===== src/rtl/pong_ball_mover.sv =====
// Ball animation engine: erase / step-with-bounce / redraw of a 4x4 ball on each accepted tick.
// Pixel stream and hit pulses are registered. A move occupies 33 busy cycles, and ticks arriving while busy are dropped.
module pong_ball_mover #(
  parameter int          SCREEN_W    = 160,
  parameter int          SCREEN_H    = 120,
  parameter int          X_INIT      = 80,
  parameter int          Y_INIT      = 60,
  parameter logic [2:0]  BALL_COLOUR = 3'b111,
  parameter logic [2:0]  BG_COLOUR   = 3'b000
) (
  input  logic       clock,
  input  logic       resetn,
  input  logic       enable,
  input  logic       tick,
  output logic [7:0] x_out,
  output logic [6:0] y_out,
  output logic [2:0] colour,
  output logic       plot,
  output logic       busy,
  output logic       hit_left,
  output logic       hit_right
);

  typedef enum logic [2:0] {INIT_DRAW, IDLE, ERASE, UPDATE, DRAW} state_t;

  localparam logic [7:0] X_MAX = 8'(SCREEN_W - 4);
  localparam logic [6:0] Y_MAX = 7'(SCREEN_H - 4);

  state_t     state, state_n;
  logic [3:0] cnt, cnt_n;
  logic [7:0] bx, bx_n;
  logic [6:0] by, by_n;
  logic       dx, dx_n, dy, dy_n;
  logic       hl_pend, hl_pend_n, hr_pend, hr_pend_n;

  logic [7:0] x_d;
  logic [6:0] y_d;
  logic [2:0] colour_d;
  logic       plot_d, busy_d, hit_left_d, hit_right_d;

  logic [7:0] pix_x;
  logic [6:0] pix_y;

  // cnt names the pixel being emitted on this edge, so registered outputs show it the next cycle.
  assign pix_x = bx + {6'd0, cnt[1:0]};
  assign pix_y = by + {5'd0, cnt[3:2]};

  always_comb begin
    state_n     = state;
    cnt_n       = cnt;
    bx_n        = bx;
    by_n        = by;
    dx_n        = dx;
    dy_n        = dy;
    hl_pend_n   = hl_pend;
    hr_pend_n   = hr_pend;
    x_d         = 8'd0;
    y_d         = 7'd0;
    colour_d    = 3'd0;
    plot_d      = 1'b0;
    busy_d      = 1'b0;
    hit_left_d  = 1'b0;
    hit_right_d = 1'b0;

    case (state)
      INIT_DRAW: begin
        plot_d   = 1'b1;
        busy_d   = 1'b1;
        x_d      = pix_x;
        y_d      = pix_y;
        colour_d = BALL_COLOUR;
        cnt_n    = cnt + 4'd1;
        if (cnt == 4'd15) state_n = IDLE;
      end
      IDLE: begin
        if (tick && enable) begin
          // First erase pixel leaves on the accepting edge; ERASE continues from pixel 1.
          state_n  = ERASE;
          cnt_n    = 4'd1;
          plot_d   = 1'b1;
          busy_d   = 1'b1;
          x_d      = bx;
          y_d      = by;
          colour_d = BG_COLOUR;
        end
      end
      ERASE: begin
        plot_d   = 1'b1;
        busy_d   = 1'b1;
        x_d      = pix_x;
        y_d      = pix_y;
        colour_d = BG_COLOUR;
        cnt_n    = cnt + 4'd1;
        if (cnt == 4'd15) state_n = UPDATE;
      end
      UPDATE: begin
        busy_d  = 1'b1;
        state_n = DRAW;
        cnt_n   = 4'd0;
        if (dx && bx == X_MAX) begin
          dx_n      = 1'b0;
          bx_n      = bx - 8'd1;
          hr_pend_n = 1'b1;
        end else if (!dx && bx == 8'd0) begin
          dx_n      = 1'b1;
          bx_n      = 8'd1;
          hl_pend_n = 1'b1;
        end else begin
          bx_n = dx ? bx + 8'd1 : bx - 8'd1;
        end
        if (dy && by == Y_MAX) begin
          dy_n = 1'b0;
          by_n = by - 7'd1;
        end else if (!dy && by == 7'd0) begin
          dy_n = 1'b1;
          by_n = 7'd1;
        end else begin
          by_n = dy ? by + 7'd1 : by - 7'd1;
        end
      end
      DRAW: begin
        plot_d   = 1'b1;
        busy_d   = 1'b1;
        x_d      = pix_x;
        y_d      = pix_y;
        colour_d = BALL_COLOUR;
        cnt_n    = cnt + 4'd1;
        if (cnt == 4'd0) begin
          // Hit pulses are held back so they line up with the first redrawn pixel.
          hit_left_d  = hl_pend;
          hit_right_d = hr_pend;
          hl_pend_n   = 1'b0;
          hr_pend_n   = 1'b0;
        end
        if (cnt == 4'd15) state_n = IDLE;
      end
      default: state_n = INIT_DRAW;
    endcase
  end

  always_ff @(posedge clock) begin
    if (!resetn) begin
      state     <= INIT_DRAW;
      cnt       <= 4'd0;
      bx        <= 8'(X_INIT);
      by        <= 7'(Y_INIT);
      dx        <= 1'b1;
      dy        <= 1'b1;
      hl_pend   <= 1'b0;
      hr_pend   <= 1'b0;
      x_out     <= 8'd0;
      y_out     <= 7'd0;
      colour    <= 3'd0;
      plot      <= 1'b0;
      busy      <= 1'b0;
      hit_left  <= 1'b0;
      hit_right <= 1'b0;
    end else begin
      state     <= state_n;
      cnt       <= cnt_n;
      bx        <= bx_n;
      by        <= by_n;
      dx        <= dx_n;
      dy        <= dy_n;
      hl_pend   <= hl_pend_n;
      hr_pend   <= hr_pend_n;
      x_out     <= x_d;
      y_out     <= y_d;
      colour    <= colour_d;
      plot      <= plot_d;
      busy      <= busy_d;
      hit_left  <= hit_left_d;
      hit_right <= hit_right_d;
    end
  end

endmodule


===== config.mk =====
export PLATFORM = sky130hd
export DESIGN_NAME = pong_ball_mover
export DESIGN_NICKNAME = d
export VERILOG_FILES = /design/src/rtl/pong_ball_mover.sv
export SDC_FILE = /design/constraint.sdc
export NUM_CORES = 1
export LEC_CHECK = 0
export CORE_ASPECT_RATIO = 0.7
export CORE_MARGIN = 1.5
export CORE_UTILIZATION = 49
export CTS_CLUSTER_DIAMETER = 50
export CTS_CLUSTER_SIZE = 28
export DETAILED_ROUTE_END_ITERATION = 7
export GPL_TIMING_DRIVEN = 0
export PLACE_DENSITY = 0.71
export SYNTH_ARGS = -nofsm -noshare
export SYNTH_HDL_FRONTEND = slang
export SYNTH_SLANG_ARGS = --single-unit

===== constraint.sdc =====
create_clock -name clock -period 2.61 [get_ports clock]
set_input_delay 0.522 -clock clock [delete_from_list [all_inputs] [get_ports clock]]
set_output_delay 0.522 -clock clock [all_outputs]
set_load 0.02 [all_outputs]

==> flow_metrics.tcl <==
set metrics [dict create \
    first_pass_iters 5 \
    yosys.area_share.simple 0.2497 \
    post_cts_buffers 0 \
    multi_input_area_um2 1708 \
    min_period_over_period 0.9269 \
    hold_path.class "reg2reg" \
    slew_headroom 0.5905 \
    insertion_delay_ps 310 \
    ys.flop_type "dfxtp_1" \
    seq_area_frac_synth 0.3241 \
    max_freq_mhz 413.4 \
    fp-row-count 22 \
    via_count 2827 \
    nets 397 \
    cts_tree "built" \
    numClockSinks 46 \
    cts_hold_buf 0 \
    synth.avg_cell_area_um2 8.165 \
    finalInstanceArea_um2 3258 \
    place_area_um2 3172 \
    fillCellCount 477 \
    drt_iter0_markers 230 \
    dpl.hpwl_um 5599 \
    cts_max_level 2 \
    critical_path.top_delay_family "simple AND/OR/NAND/NOR gates" \
    cp_max_fo 10 \
    synthXorXnorAreaFrac 0.006165 \
    drc 0 \
    netlist.area_leader.share 0.3241 \
    post_cts_resize_count 0 \
    synth_edf_count 0 \
    ys_async_sr_fraction 0 \
    vias_per_cell 6.254 \
    status "complete, no violations" \
    power.total_mw 1.285 \
    rrSetupSlack_ps 190 \
    path_buf_inv 3 \
    clkSlewWorstSetupHoldPaths_ps 100 \
    syn-instance-count 348 \
    syn-cell-area_um2 2841 \
    layout_setup_ws_ps 190.8 \
    die_area_um2 6272 \
    powerDensity_nw_per_um2 394.3 \
    port_buffers 24 \
    diodes 0 \
    cts_root_buffer "clkbuf_8" \
    period_minus_slack_ps 2419 \
    drive_above_1_share 0.08684 \
    synth_top_family_by_area "compound AO/OA/AOI/OAI gates" \
    timing.hold.ws_ps 501.2 \
    max_stage_delay_ps 570 \
    wirelength_um 7833 \
    finish.utilization 0.6008 \
    worstPathRequired_ps 2780 \
    placed_cells 444 \
    antenna_found_initial 0 \
    criticalPathCategory "reg2reg" \
    max_cap_viol_count 0 \
    ys_types 68 \
    rsz0062_at_grt "no" \
    pin_count 26 \
    final_cell_mix "dfxtp_1, nor2_1, a21oi_1, o21ai_0, clkdlybuf4s50_1" \
    crit_path_cell_trace "clkbuf_1 > inv_1 > ha_1 > or3b_1 > buf_2 > nor4_1 > o21ai_0" \
    irDropWorstVdd_mv 0.2478 \
    synthMuxAreaShare 0.007486 \
    dp_slack_ps 252.4 \
    start_util 0.5240 \
    globalRouteTotalUtil 0.2651 \
    grt_pass1_vias 2411 \
    die_h_um 66.71 \
    gp_congestion 0.9549 \
    ys_seq_elements 46 \
    grt_pass1_wl_um 12640 \
    die_x_um 94.02 \
    ant_nets 0 \
    clock_path_buffers 2 \
    core_region_area_um2 5423 \
    end_kind "flop" \
    syn_to_final_growth_pct 14.66 \
    hold_viol 0 \
    crit_slowest_cell "nor4_1" \
    syn_nets 366 \
    setup_viol_count_final 0 \
    grt_start_max_net_pins 15 \
    finalMaxSlewViolations 0 \
    synth.largest_area_cell "dfxtp_1" \
    final-instance-count-excl-fill 452 \
    grt_overflow_total 0 \
    seqCellArea_um2 920.9 \
    synthAdderAreaFrac 0.06693 \
    wl_per_cell_um 17.33 \
    synth_warnings 0 \
    synth_area_leaders "dfxtp_1, ha_1, a21oi_1" \
    worst_pin_slew_ps 608.6 \
    tns_ps 0 \
    synth_compound_area_frac 0.2708 \
    cp.arrival_ps 2590 \
    p_leak_nw 1.271 \
    cts_buffers 5 \
    cp-start-kind "flop" \
    layout_commonest_cell "dfxtp_1" \
    clock_skew_ps 11.33 \
]
-- area by class of cell --
class | count | area share
Multi-Input combinational cell | 256 | 0.5242
Sequential cell | 46 | 0.2826
Timing Repair Buffer | 24 | 0.07373
Buffer | 34 | 0.05146
Tap cell | 72 | 0.02765
Clock buffer | 6 | 0.02227
Inverter | 12 | 0.01382
Clock inverter | 2 | 0.004224
-- registers in the layout (all words and copies together) (netlist names) --
signal     count
dx             1
y_out          7
cnt            4
hit_left       1
dy             1
plot           1
by             7
bx             8
hr_pend        1
state          3
hl_pend        1
hit_right      1
x_out          8
busy           1
colour         1
-- power breakdown --
group | internal, mW | switching [mW] | leakage, nW
Sequential | 0.717 | 0.0109 | 0.375
Combinational | 0.0433 | 0.0542 | 0.851
Clock | 0.190 | 0.269 | 0.0452
Total | 0.951 | 0.334 | 1.27
-- routing by layer --
metal / wire [µm] / vias up / GRT usage
met3: 658 / 11 / 0.04680
met1: 3937 / 1313 / 0.3960
li1: - / 1367 / -
met4: 84 / 0 / 0.06530
met2: 3152 / 136 / 0.3904
met5: 0 / - / 0
-- cells by family after synthesis --
kind of cell	Yosys count
compound gates	114
xor+xnor	2
fa+ha+maj	14
buf+inv	46
flops	46
mux	2
simple gates	124
-- final timing paths --
path,start,endpoint,cells after the start
max,bx[1]$_SDFFE_PN0P_,dx$_SDFFE_PN1P_,7
min,hl_pend$_SDFFE_PN0P_,hl_pend$_SDFFE_PN0P_,1
min reg2reg,hl_pend$_SDFFE_PN0P_,hl_pend$_SDFFE_PN0P_,1
max reg2reg,bx[1]$_SDFFE_PN0P_,dx$_SDFFE_PN1P_,7
-- synthesized netlist by cell type (3+ instances only) --
cell type,n
a211oi_1,3
nand2_1,16
a31oi_1,11
nor4_1,5
nor2_1,28
dfxtp_1,46
a21oi_1,25
a22oi_1,5
and3_1,7
nor3_1,9
o31ai_1,4
buf_2,11
buf_4,3
a21o_1,4
o21a_1,4
nand3b_1,3
o21ai_0,24
nand4_1,8
nor2b_1,4
or3_1,5
ha_1,12
inv_1,12
nand3_1,16
nand2b_1,4
a311oi_1,4
and4_1,5
clkbuf_1,18
-- worst reg2reg max path: cells and delay by family, from the launching register on --
kind,cells,cell delay (ps)
and+or+nand+nor,2,910
DFF,1,370
adders and majority gates,1,190
AOI/OAI and AO/OA,1,180
buffers and inverters,3,640
Note: power is estimated with default switching activity, not from simulation.
